## src/rtl/fifo_burst_reader.sv

```systemverilog
// Read side of the SDR sample FIFO: waits for START_LEVEL samples, then drains
// fixed-length frames onto a valid/ready stream, padding zeros on underflow.
module fifo_burst_reader #(
  parameter int DATA_W      = 12,
  parameter int BURST_LEN   = 16,
  parameter int START_LEVEL = 8,
  parameter int LVL_W       = 11
) (
  input  logic              tx_clk_i,
  input  logic              rst_i,
  input  logic [LVL_W-1:0]  fifo_level_i,
  input  logic              fifo_empty_i,
  output logic              fifo_rd_en_o,
  input  logic [DATA_W-1:0] fifo_rd_data_i,
  output logic [DATA_W-1:0] tx_data_o,
  output logic              tx_valid_o,
  input  logic              tx_ready_i,
  output logic              tx_sof_o,
  output logic              tx_eof_o,
  output logic              underflow_o,
  output logic              busy_o,
  output logic [15:0]       burst_cnt_o,
  output logic [15:0]       pad_cnt_o
);

  localparam int IDX_W = $clog2(BURST_LEN + 1);
  localparam logic [IDX_W-1:0] BL_C     = IDX_W'(BURST_LEN);
  localparam logic [IDX_W-1:0] LAST_IDX = IDX_W'(BURST_LEN - 1);
  localparam logic [LVL_W-1:0] START_C  = LVL_W'(START_LEVEL);

  // S_IDLE: waiting for the FIFO level; S_BURST: issuing reads/pads for one frame
  typedef enum logic {S_IDLE, S_BURST} state_t;
  state_t r_state, w_state_nxt;

  logic [IDX_W-1:0]  r_issued;
  logic              r_inflight, r_inf_sof, r_inf_eof;
  logic [DATA_W-1:0] r_buf_data [2];
  logic [1:0]        r_buf_sof, r_buf_eof;
  logic              r_wr_ptr, r_rd_ptr;
  logic [1:0]        r_buf_cnt;

  logic              w_pop, w_space_ok, w_can_issue, w_rd, w_pad, w_issue;
  logic              w_sof, w_eof, w_push, w_push_sof, w_push_eof;
  logic [DATA_W-1:0] w_push_data;
  logic [2:0]        w_used, w_limit;

  // Credit counts the in-flight read so its data always has a slot waiting.
  assign w_pop       = tx_valid_o & tx_ready_i;
  assign w_used      = {1'b0, r_buf_cnt} + {2'b0, r_inflight};
  assign w_limit     = 3'd2 + {2'b0, w_pop};
  assign w_space_ok  = w_used < w_limit;
  assign w_can_issue = (r_state == S_BURST) && (r_issued < BL_C) && w_space_ok;
  assign w_rd        = w_can_issue & ~fifo_empty_i;
  assign w_pad       = w_can_issue & fifo_empty_i & ~r_inflight;
  assign w_issue     = w_rd | w_pad;
  assign w_sof       = (r_issued == '0);
  assign w_eof       = (r_issued == LAST_IDX);

  // Pads require no read in flight, so the two push sources never collide.
  assign w_push      = r_inflight | w_pad;
  assign w_push_data = r_inflight ? fifo_rd_data_i : '0;
  assign w_push_sof  = r_inflight ? r_inf_sof : w_sof;
  assign w_push_eof  = r_inflight ? r_inf_eof : w_eof;

  always_comb begin
    w_state_nxt = r_state;
    case (r_state)
      S_IDLE:  if (fifo_level_i >= START_C) w_state_nxt = S_BURST;
      S_BURST: if (w_issue && (r_issued == LAST_IDX)) w_state_nxt = S_IDLE;
      default: w_state_nxt = S_IDLE;
    endcase
  end

  always_ff @(posedge tx_clk_i) begin
    if (rst_i) begin
      r_state     <= S_IDLE;
      r_issued    <= '0;
      r_inflight  <= 1'b0;
      r_inf_sof   <= 1'b0;
      r_inf_eof   <= 1'b0;
      for (int i = 0; i < 2; i++) r_buf_data[i] <= '0;
      r_buf_sof   <= '0;
      r_buf_eof   <= '0;
      r_wr_ptr    <= 1'b0;
      r_rd_ptr    <= 1'b0;
      r_buf_cnt   <= '0;
      burst_cnt_o <= '0;
      pad_cnt_o   <= '0;
    end else begin
      r_state <= w_state_nxt;
      if (r_state == S_IDLE)
        r_issued <= '0;
      else if (w_issue)
        r_issued <= r_issued + IDX_W'(1);
      r_inflight <= w_rd;
      r_inf_sof  <= w_sof;
      r_inf_eof  <= w_eof;
      if (w_push) begin
        r_buf_data[r_wr_ptr] <= w_push_data;
        r_buf_sof[r_wr_ptr]  <= w_push_sof;
        r_buf_eof[r_wr_ptr]  <= w_push_eof;
        r_wr_ptr             <= ~r_wr_ptr;
      end
      if (w_pop) r_rd_ptr <= ~r_rd_ptr;
      r_buf_cnt <= r_buf_cnt + {1'b0, w_push} - {1'b0, w_pop};
      if (w_pop && tx_eof_o) burst_cnt_o <= burst_cnt_o + 16'd1;
      if (w_pad && (pad_cnt_o != 16'hFFFF)) pad_cnt_o <= pad_cnt_o + 16'd1;
    end
  end

  always_ff @(posedge tx_clk_i) begin
    if (!rst_i) assert (!(w_push && !w_pop && (r_buf_cnt == 2'd2)));
  end

  assign tx_valid_o   = (r_buf_cnt != 2'd0);
  assign tx_data_o    = tx_valid_o ? r_buf_data[r_rd_ptr] : '0;
  assign tx_sof_o     = tx_valid_o & r_buf_sof[r_rd_ptr];
  assign tx_eof_o     = tx_valid_o & r_buf_eof[r_rd_ptr];
  assign fifo_rd_en_o = w_rd;
  assign underflow_o  = w_pad;
  assign busy_o       = (r_state == S_BURST);

endmodule

```

## config.mk

```make
export PLATFORM = sky130hd
export DESIGN_NAME = fifo_burst_reader
export DESIGN_NICKNAME = d
export VERILOG_FILES = /design/src/rtl/fifo_burst_reader.sv
export SDC_FILE = /design/constraint.sdc
export NUM_CORES = 1
export LEC_CHECK = 0
export ABC_AREA = 1
export CORE_ASPECT_RATIO = 1.4
export CORE_MARGIN = 2
export CORE_UTILIZATION = 35
export CTS_CLUSTER_DIAMETER = 120
export CTS_CLUSTER_SIZE = 40
export DETAILED_ROUTE_END_ITERATION = 12
export PLACE_DENSITY = 0.6
export SLEW_MARGIN = 40
export SYNTH_ARGS = -nofsm -noshare
export SYNTH_HDL_FRONTEND = slang
export SYNTH_SLANG_ARGS = --single-unit
export TNS_END_PERCENT = 20
```

## constraint.sdc

```tcl
create_clock -name tx_clk_i -period 2.1 [get_ports tx_clk_i]
set_input_delay 0.315 -clock tx_clk_i [delete_from_list [all_inputs] [get_ports tx_clk_i]]
set_output_delay 0.315 -clock tx_clk_i [all_outputs]
set_load 0.02 [all_outputs]
```

==> qor.csv <==
stage,metric,value,unit
sta,final setup vio count,0,
synthesis,sequential area share after synthesis,44.6,%
global_routing,largest net degree at the start of global routing,31,
floorplan,I/O pins,77,
power,sw frac,32.5,%
power,VDD IR max,0.000523,V
power,Pleak,2.18,nW
job,Max-Cap Viols,0,
floorplan,Die ar.,11900,µm²
floorplan,row count,45,
sta,RSZ-0062 raised after global routing,yes,
cts,hold_buf cts,0,
synthesis,cell count after synthesis,508,
cts,CTS root buf,clkbuf_16,
global_routing,grt ovf,0,
sta,worst hold margin,0.473,ns
finish,Layout Nets,637,
cts,Worst-path clk slew,0.06,ns
synthesis,Syn Std Cell Area,3860,µm²
finish,number of diodes,0,
placement,HPWL Detailed,6630,µm
synthesis,average size of a mapped cell,7.60,µm²
finish,Fillers,1105,
synthesis,register bit total from synthesis,74,
worst_setup_path,critical path class,reg -> reg,
power,Switching Power,1.39,mW
cts,CTS Buffer Depth,2,
sta,clk_skew,0.00581,ns
global_routing,gr usage total,16.8,%
status,run status,finished clean,
routing,routed wire length,9200,µm
synthesis,ys async rst share,0,%
synthesis,post-synth top area share,25.9,%
routing,Vias,3519,
sta,Final Cycle Share,96.7,%
sta,Slew @ Worst Pin,0.584,ns
floorplan,core footprint,10800,µm²
synthesis,"EDFF count, synth",24,
synthesis,Synth cell types,35,
cts,H-tree levels,3,
power,total power,4.28,mW
power,Combinational Power Share,27.9,%
sta,FMAX,492,MHz
finish,Layout area overhead,35.1,%
sta,min cycle time layout,2.03,ns
power,Clock Power Share,32.5,%
worst_setup_path,CP Data Required Time,2.36,ns
routing,First-pass DRT Iterations,4,
cts,worst-skew pair later-pin latency,0.33,ns
power,PwrDens,820,nW/µm²
cts,CTS tree,done,
routing,DRC viols,0,
cts,CTS buffer count,9,
routing,Antenna Nets Post-Route,0,
min_path,min-delay worst type,reg -> reg,
placement,I/O Buffers,73,
cts,clk sinks,74,
floorplan,starting density of the core,35.7,%
sta,setup_tns,0,ns
routing,wire per inst,12.3,µm
power,Reg power frac,39.6,%
routing,Initial DRC Count,113,
global_routing,first-pass GRT wire length,15900,µm
worst_setup_path,WP data arrival,2.29,ns
sta,Slew HR,60.9,%
finish,layout cells sized above 1,13.5,%
synthesis,Synth Flop Type,dfxtp_1,
worst_setup_path,CP Capture Type,register,
finish,"Core Util, Final",48.2,%
power,Pint,2.89,mW
sta,Max Slew Vio Count,0,
global_routing,vias in the first global route,3442,
synthesis,"area leader, netlist",dfxtp_1,
worst_setup_path,crit path max fanout,3,
synthesis,syn_nets,544,
global_routing,initial antenna violation count,0,
worst_setup_path,Worst setup SP type,register,
synthesis,warnings from Yosys,0,
floorplan,Die W,92.8,µm
placement,routability congestion estimate,0.829,
sta,Final Hold Fails,0,
floorplan,die height,128,µm
finish,FF/Latch Area,1730,µm²
finish,multi-input logic area,1820,µm²
synthesis,Synth area leaders,"dfxtp_1 (26%), edfxtp_1 (19%), nand2_1 (12%)",
routing,Avg Vias per Cell,4.71,
==> worst max-delay path, stage by stage (launching register included) <==
cell and delay [ns]:
dfxtp_2 0.33, ha_4 0.16, ha_4 0.16, nor3_4 0.21, nand3_2 0.11, nand2_2 0.09, inv_1 0.05, ha_1 0.26
inv_1 0.04, ha_1 0.17, xor2_1 0.19, o21ai_1 0.08, a21oi_1 0.12
==> cells in the final DEF, fill, tap and decap left out, types with 2 or more instances in the layout <==
| master | instances |
|---|---|
| a21oi_1 | 33 |
| a21oi_2 | 8 |
| buf_12 | 5 |
| buf_4 | 22 |
| clkbuf_16 | 9 |
| clkdlybuf4s50_1 | 57 |
| clkinv_2 | 4 |
| clkinvlp_4 | 2 |
| dfxtp_1 | 47 |
| dfxtp_2 | 3 |
| dlygate4sd2_1 | 12 |
| dlymetal6s2s_1 | 2 |
| edfxtp_1 | 24 |
| ha_1 | 7 |
| ha_4 | 2 |
| inv_1 | 66 |
| inv_2 | 4 |
| nand2_1 | 119 |
| nand2_2 | 7 |
| nand3_1 | 45 |
| nand3_2 | 3 |
| nand4_1 | 7 |
| nor2_1 | 49 |
| nor2_2 | 4 |
| nor2_4 | 4 |
| nor3_1 | 19 |
| o21ai_0 | 13 |
| o21ai_1 | 2 |
| xnor2_1 | 4 |
| xor2_1 | 11 |
==> registers in the layout (all words and copies together), names as in the netlist, named ones only <==
signal       flops
pad_cnt_o       16
burst_cnt_o     16
r_buf_data      24
r_buf_cnt        2
r_wr_ptr         1
r_inflight       1
busy_o           1
r_rd_ptr         1
r_buf_eof        2
r_buf_sof        2
r_inf_sof        1
r_inf_eof        1
r_issued         5
==> cell type report <==
type	instances	area share, %
Sequential cell	74	33.1
Clock inverter	7	0.840
Clock buffer	9	4.32
Multi-Input combinational cell	348	34.8
Tap cell	141	3.38
Inverter	70	5.04
Timing Repair Buffer	98	18.5
==> logic make-up (layout without fill, tap and decap cells) <==
| logic type | after synthesis | count (layout) | synth area share, % |
|---|---|---|---|
| adders and majority gates | 9 | 9 | 2.92 |
| DFF | 74 | 74 | 44.6 |
| buffers and inverters | 86 | 184 | 9.27 |
| AOI/OAI and AO/OA | 59 | 59 | 8.59 |
| xor gates and xnor gates | 15 | 15 | 3.40 |
| and+or+nand+nor | 265 | 265 | 31.2 |
==> path summary, 6_finish.rpt <==
path | cells past startpoint | from | end | slack [ns]
max | 12 | r_buf_cnt[0]$_SDFF_PP0_ | r_buf_cnt[1]$_SDFF_PP0_ | 0.07
min reg2reg | 2 | r_buf_eof[1]$_SDFFE_PP0P_ | r_buf_eof[1]$_SDFFE_PP0P_ | 0.47
min | 2 | r_buf_eof[1]$_SDFFE_PP0P_ | r_buf_eof[1]$_SDFFE_PP0P_ | 0.47
max reg2reg | 12 | r_buf_cnt[0]$_SDFF_PP0_ | r_buf_cnt[1]$_SDFF_PP0_ | 0.07
==> what timing repair did <==
item | CTS | global route
resized for setup | 22 | 14
pin swaps | 0 | 6
setup buffers | 0 | 4
gates cloned | 0 | 0
endpoints found under the setup margin | 16 | 16
==> synth_stat cells, types with 3 or more instances <==
cell type / count
nand2_1: 119
inv_1: 67
nor2_1: 51
dfxtp_1: 50
nand3_1: 45
a21oi_1: 33
edfxtp_1: 24
nor3_1: 19
o21ai_0: 14
xor2_1: 11
clkbuf_1: 9
ha_1: 9
a21oi_2: 8
nand2_2: 7
nand4_1: 7
xnor2_1: 4
buf_4: 3
buf_6: 3
inv_2: 3
nand3_2: 3
nor2_2: 3
nor2_4: 3
==> power by group through the flow <==
stage | Combinational, mW | Clock [mW] | Sequential [mW]
after floorplan | 0.666 | 0 | 1.70
after global placement | 1.19 | 0 | 1.70
after detailed placement | 1.22 | 0 | 1.71
after CTS | 1.17 | 1.43 | 1.68
after global routing | 1.33 | 1.49 | 1.71
final | 1.20 | 1.39 | 1.69
==> per-stage QoR <==
| step | instance area [µm²] | std cells | setup WS (ns) |
|---|---|---|---|
| after floorplan | 3860 | 508 | 0.0443 |
| after global placement | 4880 | 727 | -0.136 |
| after detailed placement | 4880 | 727 | -0.161 |
| after CTS | 5130 | 743 | -0.0429 |
| after global routing | 5220 | 747 | -0.0819 |
| final | 5220 | 747 | 0.0686 |
==> routing by layer <==
| metal | GRT usage (%) | part of all wire [%] | vias to the layer above |
|---|---|---|---|
| met1 | 20.0 | 44 | 1590 |
| li1 | - | - | 1823 |
| met3 | 3.59 | 5.3 | 13 |
| met2 | 28.6 | 48 | 93 |
| met4 | 8.04 | 2.5 | 0 |
| met5 | 0 | 0 | - |
Power figures use the tool's default switching activity.
